$ cat config.mk
export PLATFORM = sky130hd
export DESIGN_NAME = mem_access_unit_flat
export DESIGN_NICKNAME = d
export VERILOG_FILES = /design/src/rtl/mem_access_unit_if.sv /design/src/rtl/mem_access_unit.sv /design/src/flat_wrapper.sv
export SDC_FILE = /design/constraint.sdc
export NUM_CORES = 1
export LEC_CHECK = 0
export CORE_ASPECT_RATIO = 0.5
export CORE_MARGIN = 3
export CORE_UTILIZATION = 42
export DETAILED_ROUTE_END_ITERATION = 10
export GPL_TIMING_DRIVEN = 0
export PLACE_DENSITY = 0.83
export SYNTH_ARGS = -nofsm -noshare
export SYNTH_HDL_FRONTEND = slang
export SYNTH_SLANG_ARGS = --single-unit
$ cat constraint.sdc
create_clock -name clk -period 2.1 [get_ports clk]
set_input_delay 0.42 -clock clk [delete_from_list [all_inputs] [get_ports clk]]
set_output_delay 0.42 -clock clk [all_outputs]
set_load 0.05 [all_outputs]
$ cat src/rtl/mem_access_unit_if.sv
// Request/response port bundle between the CPU datapath (master) and
// mem_access_unit (slave).
interface mem_access_unit_if;
  logic        req_valid;
  logic        req_ready;
  logic        req_write;
  logic [1:0]  req_size;
  logic        req_signed;
  logic [31:0] req_addr;
  logic [31:0] req_wdata;
  logic        resp_valid;
  logic [31:0] resp_rdata;
  logic        resp_err;

  modport master (
    output req_valid, req_write, req_size, req_signed, req_addr, req_wdata,
    input  req_ready, resp_valid, resp_rdata, resp_err
  );

  modport slave (
    input  req_valid, req_write, req_size, req_signed, req_addr, req_wdata,
    output req_ready, resp_valid, resp_rdata, resp_err
  );
endinterface

$ cat src/rtl/mem_access_unit.sv
// mem_access_unit: byte/halfword/word load-store initiator in front of a
// word-organised memory with whole-word write enable. Sub-word stores are
// done as read-modify-write. Loads return sign/zero-extended data.
// Optional feature macro: MEM_ACCESS_ALIGN_CHECK_EN -- when defined,
// misaligned halfword/word requests complete immediately with resp_err=1
// and touch no memory; when undefined, misaligned low address bits are
// ignored and resp_err stays 0.
module mem_access_unit #(
  parameter int LAT = 1
) (
  input  logic             clk,
  input  logic             rst_n,
  mem_access_unit_if.slave bus,
  output logic [31:0]      mem_addr,
  output logic [31:0]      mem_wdata,
  output logic             mem_write,
  input  logic [31:0]      mem_rdata
);
  typedef enum logic [1:0] {IDLE, RD_WAIT, WRITE, RESP} state_t;

  // Wait counter reload value: the read phase lasts LAT cycles.
  localparam logic [3:0] CNT_INIT = 4'(LAT - 1);

  state_t      state;
  logic [3:0]  cnt;
  logic        write_q;
  logic        signed_q;
  logic [1:0]  size_q;
  logic [1:0]  lane_q;
  logic [15:0] wdata_q;
  logic        misaligned;
  logic [7:0]  ld_byte;
  logic [15:0] ld_half;
  logic [31:0] ld_ext;
  logic [31:0] merged;

  assign bus.req_ready = (state == IDLE);

`ifdef MEM_ACCESS_ALIGN_CHECK_EN
  assign misaligned = ((bus.req_size == 2'b01) && bus.req_addr[0]) ||
                      (bus.req_size[1] && (bus.req_addr[1:0] != 2'b00));
`else
  assign misaligned = 1'b0;
`endif

  // Pick the addressed lane out of the read word and extend it to 32 bits.
  always_comb begin
    ld_byte = mem_rdata[{lane_q, 3'b000} +: 8];
    ld_half = lane_q[1] ? mem_rdata[31:16] : mem_rdata[15:0];
    case (size_q)
      2'b00:   ld_ext = signed_q ? {{24{ld_byte[7]}}, ld_byte} : {24'h0, ld_byte};
      2'b01:   ld_ext = signed_q ? {{16{ld_half[15]}}, ld_half} : {16'h0, ld_half};
      default: ld_ext = mem_rdata;
    endcase
  end

  // Read-modify-write merge: each byte lane either keeps the read data or
  // takes the matching byte of the right-aligned store data.
  genvar gi;
  generate
    for (gi = 0; gi < 4; gi++) begin : g_lane
      logic hit;
      assign hit = (size_q == 2'b00) ? (lane_q == 2'(gi)) : (lane_q[1] == 1'(gi / 2));
      assign merged[8*gi +: 8] = !hit ? mem_rdata[8*gi +: 8] :
                                 ((size_q == 2'b01) && ((gi % 2) == 1)) ? wdata_q[15:8] :
                                 wdata_q[7:0];
    end
  endgenerate

  // Transaction FSM with registered memory and response outputs.
  always_ff @(posedge clk or negedge rst_n) begin
    if (!rst_n) begin
      state          <= IDLE;
      cnt            <= 4'd0;
      write_q        <= 1'b0;
      signed_q       <= 1'b0;
      size_q         <= 2'b00;
      lane_q         <= 2'b00;
      wdata_q        <= 16'h0;
      mem_addr       <= 32'h0;
      mem_wdata      <= 32'h0;
      mem_write      <= 1'b0;
      bus.resp_valid <= 1'b0;
      bus.resp_err   <= 1'b0;
      bus.resp_rdata <= 32'h0;
    end else begin
      mem_write      <= 1'b0;
      bus.resp_valid <= 1'b0;
      bus.resp_err   <= 1'b0;
      case (state)
        IDLE: begin
          if (bus.req_valid) begin
            write_q        <= bus.req_write;
            signed_q       <= bus.req_signed;
            size_q         <= bus.req_size;
            lane_q         <= bus.req_addr[1:0];
            wdata_q        <= bus.req_wdata[15:0];
            mem_addr       <= {2'b00, bus.req_addr[31:2]};
            bus.resp_rdata <= 32'h0;
            if (misaligned) begin
              // Rejected without any memory access.
              bus.resp_valid <= 1'b1;
              bus.resp_err   <= 1'b1;
              state          <= RESP;
            end else if (bus.req_write && bus.req_size[1]) begin
              // Whole-word store needs no read.
              mem_wdata <= bus.req_wdata;
              mem_write <= 1'b1;
              state     <= WRITE;
            end else begin
              cnt   <= CNT_INIT;
              state <= RD_WAIT;
            end
          end
        end
        RD_WAIT: begin
          if (cnt == 4'd0) begin
            if (write_q) begin
              mem_wdata <= merged;
              mem_write <= 1'b1;
              state     <= WRITE;
            end else begin
              bus.resp_rdata <= ld_ext;
              bus.resp_valid <= 1'b1;
              state          <= RESP;
            end
          end else begin
            cnt <= cnt - 4'd1;
          end
        end
        WRITE: begin
          bus.resp_rdata <= 32'h0;
          bus.resp_valid <= 1'b1;
          state          <= RESP;
        end
        default: begin
          state <= IDLE;
        end
      endcase
    end
  end
endmodule
$ cat src/flat_wrapper.sv
// flat-port wrapper written by rule: the top's interface ports become plain ports
module mem_access_unit_flat 
#(
  parameter int LAT = 1
)
  (clk, rst_n, mem_addr, mem_wdata, mem_write, mem_rdata, bus_req_valid, bus_req_write, bus_req_size, bus_req_signed, bus_req_addr, bus_req_wdata, bus_req_ready, bus_resp_valid, bus_resp_rdata, bus_resp_err);
  mem_access_unit_if bus_i ();
  input  logic clk;
  input  logic rst_n;
  output logic [31:0] mem_addr;
  output logic [31:0] mem_wdata;
  output logic mem_write;
  input  logic [31:0] mem_rdata;
  input wire logic [$bits(bus_i.req_valid)-1:0] bus_req_valid;
  input wire logic [$bits(bus_i.req_write)-1:0] bus_req_write;
  input wire logic [$bits(bus_i.req_size)-1:0] bus_req_size;
  input wire logic [$bits(bus_i.req_signed)-1:0] bus_req_signed;
  input wire logic [$bits(bus_i.req_addr)-1:0] bus_req_addr;
  input wire logic [$bits(bus_i.req_wdata)-1:0] bus_req_wdata;
  output wire logic [$bits(bus_i.req_ready)-1:0] bus_req_ready;
  output wire logic [$bits(bus_i.resp_valid)-1:0] bus_resp_valid;
  output wire logic [$bits(bus_i.resp_rdata)-1:0] bus_resp_rdata;
  output wire logic [$bits(bus_i.resp_err)-1:0] bus_resp_err;
  assign bus_i.req_valid = bus_req_valid;
  assign bus_i.req_write = bus_req_write;
  assign bus_i.req_size = bus_req_size;
  assign bus_i.req_signed = bus_req_signed;
  assign bus_i.req_addr = bus_req_addr;
  assign bus_i.req_wdata = bus_req_wdata;
  assign bus_req_ready = bus_i.req_ready;
  assign bus_resp_valid = bus_i.resp_valid;
  assign bus_resp_rdata = bus_i.resp_rdata;
  assign bus_resp_err = bus_i.resp_err;
  mem_access_unit #(.LAT(LAT)) u_core (.clk(clk), .rst_n(rst_n), .bus(bus_i), .mem_addr(mem_addr), .mem_wdata(mem_wdata), .mem_write(mem_write), .mem_rdata(mem_rdata));
endmodule
==> impl_metrics.csv, run 1 <==
group,metric,value,unit
run_status,status,"finished, violations left",
run_status,violations,"setup timing",
routing,vias_per_cell,5.90,
worst_setup_path,r2r-start,"u_core.size_q[1]",
place,port_buffers,199,
clock_network,clk_pin_slew,0.06,ns
floorplanning,io_pins,203,
run,maxCapViolations,0,
worst_setup_path,required,2.39,ns
clock_network,tritoncts,"done",
worst_setup_path,regToRegSetupSlack,-0.07,ns
routing,drtIter0Drc,764,
synth,syn_area_per_cell,11.0,µm²
power,vdd_drop_max,1.07,mV
cells_and_area,final_common_cell,"clkdlybuf4s50_1",
min_path,min_path_type,"flip-flop to flip-flop",
floorplanning,die_h,92.0,µm
clock_network,cts_inserted_buffers,17,
power,total_power,18000,µW
routing,finalWirelength,21700,µm
synth,synth.distinct_cells,50,
routing,drcViolationCount,0,
floorplanning,fp-row-count,30,
power,p_leak,0.00398,µW
cells_and_area,fin_cells,1009,
worst_setup_path,startpoint,"u_core.size_q[1]",
place,place_congestion,0.947,
routing,vias,5957,
cells_and_area,area_delta_synth_final,51.8,%
sta,fin_worst_skew,0.00992,ns
global_route,grt_max_degree,79,
worst_setup_path,crit_path_start_kind,"flip-flop",
clock_network,clock_sinks,124,
sta,fin_hold_ws,0.483,ns
clock_network,cts_root_buf,"clkbuf_16",
routing,drtPass1Iterations,8,
sta,finalSetupViolations,1,
cells_and_area,final_util,0.674,
global_route,grt_pass1_vias,5923,
synth,syn_inst,566,
worst_setup_path,r2r_cells,5,
power,p_per_area,1910,nW/µm²
clock_network,insertion_delay,0.41,ns
sta,setup_slack,-0.0703,ns
place,dp_hpwl,15700,µm
sta,hold_viol_final,0,
sta,worst_pin_slew,0.612,ns
sta,finalCritPeriodShare,1.03,
cells_and_area,diodes,0,
floorplanning,core-area,14000,µm²
floorplanning,start_util,0.444,
global_route,grt_pass1_wl,33200,µm
sta,slew_violations,0,
floorplanning,die-area,16400,µm²
routing,wire_per_inst,21.5,µm
worst_setup_path,regToRegEndpoint,"u_core.mem_wdata[9]",
cells_and_area,layout_common_cells,"clkdlybuf4s50_1, dfrtp_1, mux2_2, nand2_1, o21ai_0",
sta,rsz0062_at_grt,"true",
cells_and_area,drive_above_1_share,0.236,
clock_network,htreeDepth,4,
floorplanning,chipWidth,178,µm
worst_setup_path,worstSetupEndpoint,"u_core.mem_wdata[9]",
sta,period_needed,2.17,ns
global_route,antenna_found_initial,0,
clock_network,clockBufferDepth,2,
routing,final_antenna_net_count,0,
sta,slew_headroom,0.582,
place,dpl.cell_count,960,
global_route,grt_remaining_overflow,0,
cells_and_area,fillers,980,
worst_setup_path,worst_setup_path_end_kind,"flip-flop",
synth,synth_warnings,0,
worst_setup_path,criticalPathCategory,"flip-flop to flip-flop",
synth,yosysSeqAreaShare,0.499,
place,dpl_worst_slack,-0.471,ns
sta,max_freq,0.461,GHz
synth,synth_seq_cells,124,
cells_and_area,final_nets,913,
worst_setup_path,cp_max_fo,10,
synth,netlist_area,6220,µm²
worst_setup_path,cp.arrival,2.46,ns
global_route,grt_usage,0.261,
[cells by family (layout without fill, tap and decap cells)]
logic type      after synthesis  after routing  synth area share
flops                       124            124             0.499
mux                          93             93             0.168
fa+ha+maj                     6              6            0.0121
compound gates              159            159             0.175
simple gates                125            125             0.101
other cells                   1              3          0.000603
buf+inv                      58            307            0.0443
[synthesized netlist by cell type (all sizes together)]
cell | n | area, µm²
nand2b | 6 | 37.5
o2111ai | 8 | 70.1
ha | 6 | 75.1
inv | 7 | 26.3
clkbuf | 27 | 101
mux2 | 84 | 953
nand2 | 57 | 214
o2bb2ai | 11 | 96.3
nor2 | 19 | 71.3
a21boi | 1 | 7.51
nor4 | 1 | 21.3
or2 | 1 | 6.26
o21a | 1 | 7.51
a222oi | 1 | 10.0
a21oi | 10 | 50.1
a22o | 4 | 35.0
nor2b | 1 | 6.26
nor3 | 2 | 15.0
nand3 | 18 | 90.1
a221oi | 1 | 8.76
dfrtp | 124 | 3100
a22oi | 16 | 120
or3b | 2 | 17.5
nand4 | 2 | 12.5
nand3b | 1 | 7.51
o31ai | 12 | 90.1
o21bai | 1 | 7.51
mux2i | 9 | 90.1
a221o | 6 | 60.1
a31oi | 17 | 106
and3b | 8 | 70.1
a211oi | 8 | 60.1
clkinv | 3 | 11.3
nor3b | 2 | 26.3
buf | 21 | 136
or3 | 5 | 31.3
o21ai | 43 | 219
o31a | 1 | 8.76
a2111oi | 8 | 70.1
conb | 1 | 3.75
o22ai | 10 | 62.6
[flip-flops by register name, summed over array words and instances (netlist names), 2 cells and up]
signal	count
u_core.bus.resp_rdata	32
u_core.mem_wdata	32
u_core.state	2
u_core.lane_q	2
u_core.size_q	2
u_core.mem_addr	30
u_core.cnt	4
u_core.wdata_q	16
[power breakdown]
| part | internal, µW | switching [µW] | total, µW |
|---|---|---|---|
| Clock | 1880 | 1090 | 2960 |
| Sequential | 3510 | 770 | 4280 |
| Combinational | 4150 | 6650 | 10800 |
| Total | 9530 | 8500 | 18000 |
[worst max-delay path: stages, from the launching register on]
cell and delay [ns]:
dfrtp_1 0.45, buf_2 0.31, and3b_1 0.24, a2111oi_0 0.58, o31ai_1 0.18, mux2_2 0.29
[routing by layer]
layer  GRT usage  share of wire
met5           0              0
met4      0.0770          0.030
met3      0.0753           0.11
met2       0.429           0.47
met1       0.334           0.39
[worst min path at each step]
stage	startpoint	to	slack (ns)	depth (start not counted)
after CTS	u_core.bus.resp_rdata[10]	u_core.bus.resp_rdata[10]	0.49	2
final	u_core.bus.resp_rdata[5]	u_core.bus.resp_rdata[5]	0.48	2
after global routing	u_core.mem_addr[5]	u_core.mem_addr[5]	0.51	1
after floorplan	rst_n	u_core.bus.resp_rdata[0]	0.12	0
after detailed placement	rst_n	u_core.mem_addr[11]	0.39	1
after global placement	u_core.bus.resp_rdata[15]	u_core.bus.resp_rdata[15]	0.47	2
[cell type report]
cell class / count / area, µm² / area share
inverter: 10 / 53.8 / 0.00570
timing repair buffer: 218 / 2180 / 0.231
sequential: 124 / 3100 / 0.329
buffer: 47 / 300 / 0.0318
clock buffer: 23 / 488 / 0.0517
multi-input combinational: 386 / 2970 / 0.314
tap: 192 / 240 / 0.0254
clock inverter: 9 / 110 / 0.0117
[stage by stage]
step                      instance area (µm²)  TNS [ns]
after floorplan                          6250         0
after global placement                   8480   -539.69
after detailed placement                 8510    -32.31
after CTS                                9260         0
after global routing                     9440    -0.724
final                                    9440   -0.0703
[what timing repair did]
| action | CTS | global route |
|---|---|---|
| hold buffers | 1 | 0 |
| endpoints found under the setup margin | 114 | 104 |
| pin swaps | 4 | 3 |
| gates cloned | 0 | 1 |
| setup buffers | 10 | 6 |
| resized for setup | 29 | 47 |
| hold endpoints to repair | 46 | 0 |
Power figures use the tool's default switching activity.
==> run 2: changes to the inputs <==
--- a/config.mk
+++ b/config.mk
@@ -14,3 +14,4 @@
 export SYNTH_ARGS = -nofsm -noshare
 export SYNTH_HDL_FRONTEND = slang
 export SYNTH_SLANG_ARGS = --single-unit
+export TNS_END_PERCENT = 10
==> impl_metrics.csv, run 2 (synthesis gave the netlist of run 1 again) <==
group,metric,value,unit
run,maxCapViolations,0,
routing,vias,5960,
routing,drtPass1Iterations,6,
global_route,grt_pass1_vias,5855,
sta,slew_violations,0,
cells_and_area,diodes,0,
power,p_comb_frac,0.601,
sta,period_needed,2.15,ns
power,sw_frac_of_total,0.472,
global_route,grt_max_degree,79,
sta,finalCritPeriodShare,1.03,
min_path,min_path_type,"flip-flop to flip-flop",
cells_and_area,top_regs,"u_core.bus.resp_rdata x32, u_core.mem_wdata x32, u_core.mem_addr x30",
floorplanning,start_util,0.444,
worst_setup_path,crit_path_start_kind,"flip-flop",
global_route,grt_usage,0.259,
routing,vias_per_cell,5.93,
routing,finalWirelength,22000,µm
power,switchingPower,8580,µW
worst_setup_path,cp_max_fo,10,
sta,hold_viol_final,0,
sta,worst_pin_slew,0.644,ns
cells_and_area,final_common_cell,"clkdlybuf4s50_1",
clock_network,cts_root_buf,"clkbuf_16",
clock_network,clockBufferDepth,2,
cells_and_area,area_delta_synth_final,51.9,%
place,port_buffers,199,
cells_and_area,layout_common_cells,"clkdlybuf4s50_1, dfrtp_1, mux2_2, nand2_1, o21ai_0",
power,p_per_area,1930,nW/µm²
routing,drcViolationCount,0,
clock_network,insertion_delay,0.41,ns
sta,max_freq,0.464,GHz
sta,slew_headroom,0.567,
floorplanning,core-area,14000,µm²
cells_and_area,final_util,0.675,
run_status,violations,"setup timing",
floorplanning,fp-row-count,30,
clock_network,tritoncts,"done",
floorplanning,chipWidth,178,µm
sta,setup_slack,-0.0536,ns
cells_and_area,final_area,9450,µm²
floorplanning,io_pins,203,
power,p_seq_frac,0.236,
worst_setup_path,cp.arrival,2.45,ns
worst_setup_path,required,2.39,ns
sta,fin_worst_skew,0.00745,ns
clock_network,cts_inserted_buffers,17,
floorplanning,die_h,92.0,µm
routing,wire_per_inst,21.8,µm
power,vdd_drop_max,1.07,mV
place,place_congestion,0.947,
clock_network,clock_sinks,124,
global_route,antenna_found_initial,0,
clock_network,htreeDepth,4,
routing,final_antenna_net_count,0,
clock_network,clk_pin_slew,0.06,ns
worst_setup_path,worst_setup_path_end_kind,"flip-flop",
cells_and_area,final_nets,909,
power,p_leak,0.00397,µW
power,clkPwrFrac,0.163,
run_status,status,"finished, violations left",
routing,drtIter0Drc,761,
place,postPlaceCellArea,8510,µm²
place,dp_hpwl,15700,µm
power,p_int,9610,µW
sta,finalSetupViolations,3,
floorplanning,die-area,16400,µm²
global_route,grt_pass1_wl,33000,µm
global_route,grt_remaining_overflow,0,
cells_and_area,drive_above_1_share,0.235,
worst_setup_path,criticalPathCategory,"flip-flop to flip-flop",
[run 2: per-stage QoR]
step                hold slack [ns]  instances  setup TNS (ns)  worst slack, ns  total power [µW]
finish                        0.483       1005         -0.0791          -0.0536             18200
global route                  0.510       1005          -0.172          -0.0602             18900
CTS                           0.489        997           -2.35           -0.123             17600
detailed placement            0.387        960          -32.31           -0.471             14300
global placement              0.465        959         -539.69            -4.15             14100
floorplan                     0.124        568               0          0.00487             11000
[run 2: routing by layer]
layer  wire [µm]  track usage  vias to the layer above
li1            -            -                     2584
met1        8300        0.334                     2872
met2       10500        0.427                      425
met3        2450       0.0744                       79
met4         680       0.0731                        0
met5           0            0                        -
[run 2: final timing paths]
check                                         startpoint                        to  slack [ns]  depth (start not counted)
min in group asynchronous                          rst_n       u_core.mem_addr[11]        0.53                          2
max in group asynchronous                          rst_n           u_core.state[0]        0.79                          3
worst max register to register          u_core.size_q[0]      u_core.mem_wdata[13]       -0.05                          6
worst max-delay path                    u_core.size_q[0]      u_core.mem_wdata[13]       -0.05                          6
worst min register to register  u_core.bus.resp_rdata[5]  u_core.bus.resp_rdata[5]        0.48                          2
worst min-delay path            u_core.bus.resp_rdata[5]  u_core.bus.resp_rdata[5]        0.48                          2
[run 2: area by class of cell]
cell class / count / area (µm²)
Fill cell: 959 / 4560
Sequential cell: 124 / 3110
Multi-Input combinational cell: 386 / 2980
Timing Repair Buffer: 214 / 2160
Clock buffer: 23 / 488
Buffer: 47 / 305
Tap cell: 192 / 240
Clock inverter: 9 / 110
Inverter: 10 / 53.8
[run 2: timing repair]
action	in CTS	in global routing
pin swaps	6	5
buffers inserted	4	6
gates cloned	0	3
hold buffers	1	0
endpoints found under the setup margin	114	114
resized for setup	30	49
hold endpoints to repair	46	0
[run 2: power groups by stage]
| stage | sequential (µW) | clock (µW) | combinational (µW) |
|---|---|---|---|
| 3_5_place_dp | 4230 | 0 | 10100 |
| 5_1_grt | 4400 | 3130 | 11400 |
| 4_1_cts | 4220 | 2980 | 10400 |
| 2_1_floorplan | 7030 | 0 | 4000 |
| 3_3_place_gp | 4180 | 0 | 9930 |
| 6_report | 4290 | 2970 | 10900 |
[run 2: critical path, stage by stage, from the launching register on]
cell       delay [ns]
dfrtp_1          0.41
buf_2            0.22
buf_2            0.24
and3b_1          0.23
a2111oi_0        0.51
o31ai_1          0.15
mux2_2           0.28
==> run 3: changes to the inputs <==
--- a/config.mk
+++ b/config.mk
@@ -11,6 +11,7 @@
 export DETAILED_ROUTE_END_ITERATION = 10
 export GPL_TIMING_DRIVEN = 0
 export PLACE_DENSITY = 0.83
+export REMOVE_ABC_BUFFERS = 1
 export SYNTH_ARGS = -nofsm -noshare
 export SYNTH_HDL_FRONTEND = slang
 export SYNTH_SLANG_ARGS = --single-unit
==> impl_metrics.csv, run 3 (synthesis gave the netlist of run 1 again) <==
group,metric,value,unit
run_status,status,"finished, violations left",
run_status,violations,"setup timing",
worst_setup_path,required,2.45,ns
place,place_congestion,0.833,
floorplanning,chipWidth,178,µm
global_route,grtUsageMet1,0.345,
clock_network,clock_sinks,124,
global_route,grt_remaining_overflow,0,
min_path,min_path_type,"input port to asynchronous set/reset pin",
sta,finalCritPeriodShare,1.02,
clock_network,clockBufferDepth,2,
clock_network,clk_pin_slew,0.06,ns
power,p_leak,0.00395,µW
run,maxCapViolations,0,
sta,max_freq,0.468,GHz
sta,hold_viol_final,0,
cells_and_area,final_nets,878,
worst_setup_path,cp_max_fo,23,
clock_network,cts_inserted_buffers,17,
global_route,grtUsageMet3,0.0608,
clock_network,htreeDepth,4,
sta,finalSetupViolations,5,
clock_network,cts_root_buf,"clkbuf_16",
floorplanning,die-area,16400,µm²
routing,finalWirelength,22700,µm
cells_and_area,top_regs,"u_core.bus.resp_rdata x32, u_core.mem_wdata x32, u_core.mem_addr x30",
sta,slew_violations,0,
global_route,use_met2,0.437,
sta,fin_worst_skew,0.00933,ns
power,p_per_area,1970,nW/µm²
floorplanning,start_util,0.444,
clock_network,insertion_delay,0.42,ns
cells_and_area,final_common_cell,"clkdlybuf4s50_1",
cells_and_area,final_util,0.677,
cells_and_area,fillers,936,
worst_setup_path,r2r_cells,5,
worst_setup_path,regToRegSetupSlack,-0.03,ns
worst_setup_path,worst_setup_path_end_kind,"flip-flop",
sta,setup_slack,-0.0346,ns
floorplanning,die_h,92.0,µm
sta,period_needed,2.13,ns
routing,drtPass1Iterations,6,
worst_setup_path,cp.arrival,2.48,ns
cells_and_area,area_delta_synth_final,52.5,%
power,vdd_drop_max,0.863,mV
worst_setup_path,crit_path_start_kind,"flip-flop",
global_route,grt_max_degree,99,
sta,setup_tns,-0.0462,ns
routing,final_antenna_net_count,0,
cells_and_area,layout_common_cells,"clkdlybuf4s50_1, dfrtp_1, mux2_2, nand2_1, o21ai_0",
floorplanning,core-area,14000,µm²
routing,drcViolationCount,0,
routing,vias,6027,
sta,rsz0062_at_grt,"true",
global_route,grt_usage,0.270,
place,dp_hpwl,13200,µm
global_route,grt_pass1_vias,6080,
worst_setup_path,criticalPathCategory,"flip-flop to flip-flop",
sta,slew_headroom,0.454,
clock_network,tritoncts,"done",
global_route,antenna_found_initial,1,
routing,drtIter0Drc,950,
place,port_buffers,199,
floorplanning,io_pins,203,
cells_and_area,diodes,0,
routing,vias_per_cell,6.19,
global_route,grt_pass1_wl,34000,µm
routing,wire_per_inst,23.3,µm
sta,fin_hold_ws,0.481,ns
sta,worst_pin_slew,0.814,ns
cells_and_area,drive_above_1_share,0.230,
floorplanning,fp-row-count,30,
place,dpl_worst_slack,-1.50,ns
global_route,grt-busiest-layer,"met2",
## run 3: changes by cell type in the layout (fill, tap and decap cells not counted), sizes merged
| cell | delta |
|---|---|
| clkbuf | -33 |
| buf | -5 |
| bufbuf | +2 |
| bufinv | +2 |
| clkinv | +2 |
| dlygate4sd2 | -1 |
| inv | -1 |
| nor4 | +1 |
| or3 | +1 |
## run 3: layer usage
layer  wire length [µm]  up-vias  part of all wire
met1               8690     2959              0.38
met4                889        0             0.039
met2              10800      452              0.48
met3               2310       91              0.10
li1                   -     2525                 -
met5                  0        -                 0
## run 3: worst max-delay path, stage by stage, from the launching register on
cell and delay [ns]:
dfrtp_2 0.59, or3_4 0.55, o22ai_1 0.34, nand4_1 0.23
buf_4 0.25, nand2_1 0.10
## run 3: power by group
group / switching (µW) / leakage (µW) / internal [µW]
clock: 1130 / 0.000295 / 2000
sequential: 1000 / 0.00153 / 3510
combinational: 6700 / 0.00213 / 4360
## run 3: final timing paths
path,from,to
worst max-delay path,u_core.size_q[1],u_core.bus.resp_rdata[23]
min in group clk,u_core.bus.resp_rdata[1],u_core.bus.resp_rdata[1]
worst min register to register,u_core.bus.resp_rdata[1],u_core.bus.resp_rdata[1]
worst max register to register,u_core.size_q[1],u_core.bus.resp_rdata[23]
worst min-delay path,rst_n,u_core.mem_addr[24]
max in group asynchronous,rst_n,u_core.bus.resp_valid
## run 3: timing repair
action | CTS | global route
cloned | 4 | 0
setup buffers | 14 | 7
gates resized for setup | 29 | 24
hold buffers | 1 | 0
setup endpoints to repair | 86 | 65
pin swaps | 7 | 3
endpoints found under the hold margin | 26 | 0
## run 3: cell type report
| cell class | count | area (µm²) | share of cell area |
|---|---|---|---|
| Sequential cell | 124 | 3110 | 0.328 |
| Tap cell | 192 | 240 | 0.0253 |
| Clock inverter | 12 | 171 | 0.0181 |
| Multi-Input combinational cell | 388 | 3060 | 0.322 |
| Timing Repair Buffer | 228 | 2390 | 0.252 |
| Clock buffer | 19 | 443 | 0.0467 |
| Inverter | 10 | 72.6 | 0.00765 |
## run 3: stage by stage
| step | std cells | area (µm²) | total power, µW |
|---|---|---|---|
| floorplan | 520 | 5990 | 10700 |
| detailed placement | 916 | 8360 | 14200 |
| finish | 973 | 9480 | 18700 |
| CTS | 966 | 9330 | 18100 |
| global route | 973 | 9480 | 19400 |
| global placement | 911 | 8220 | 13700 |
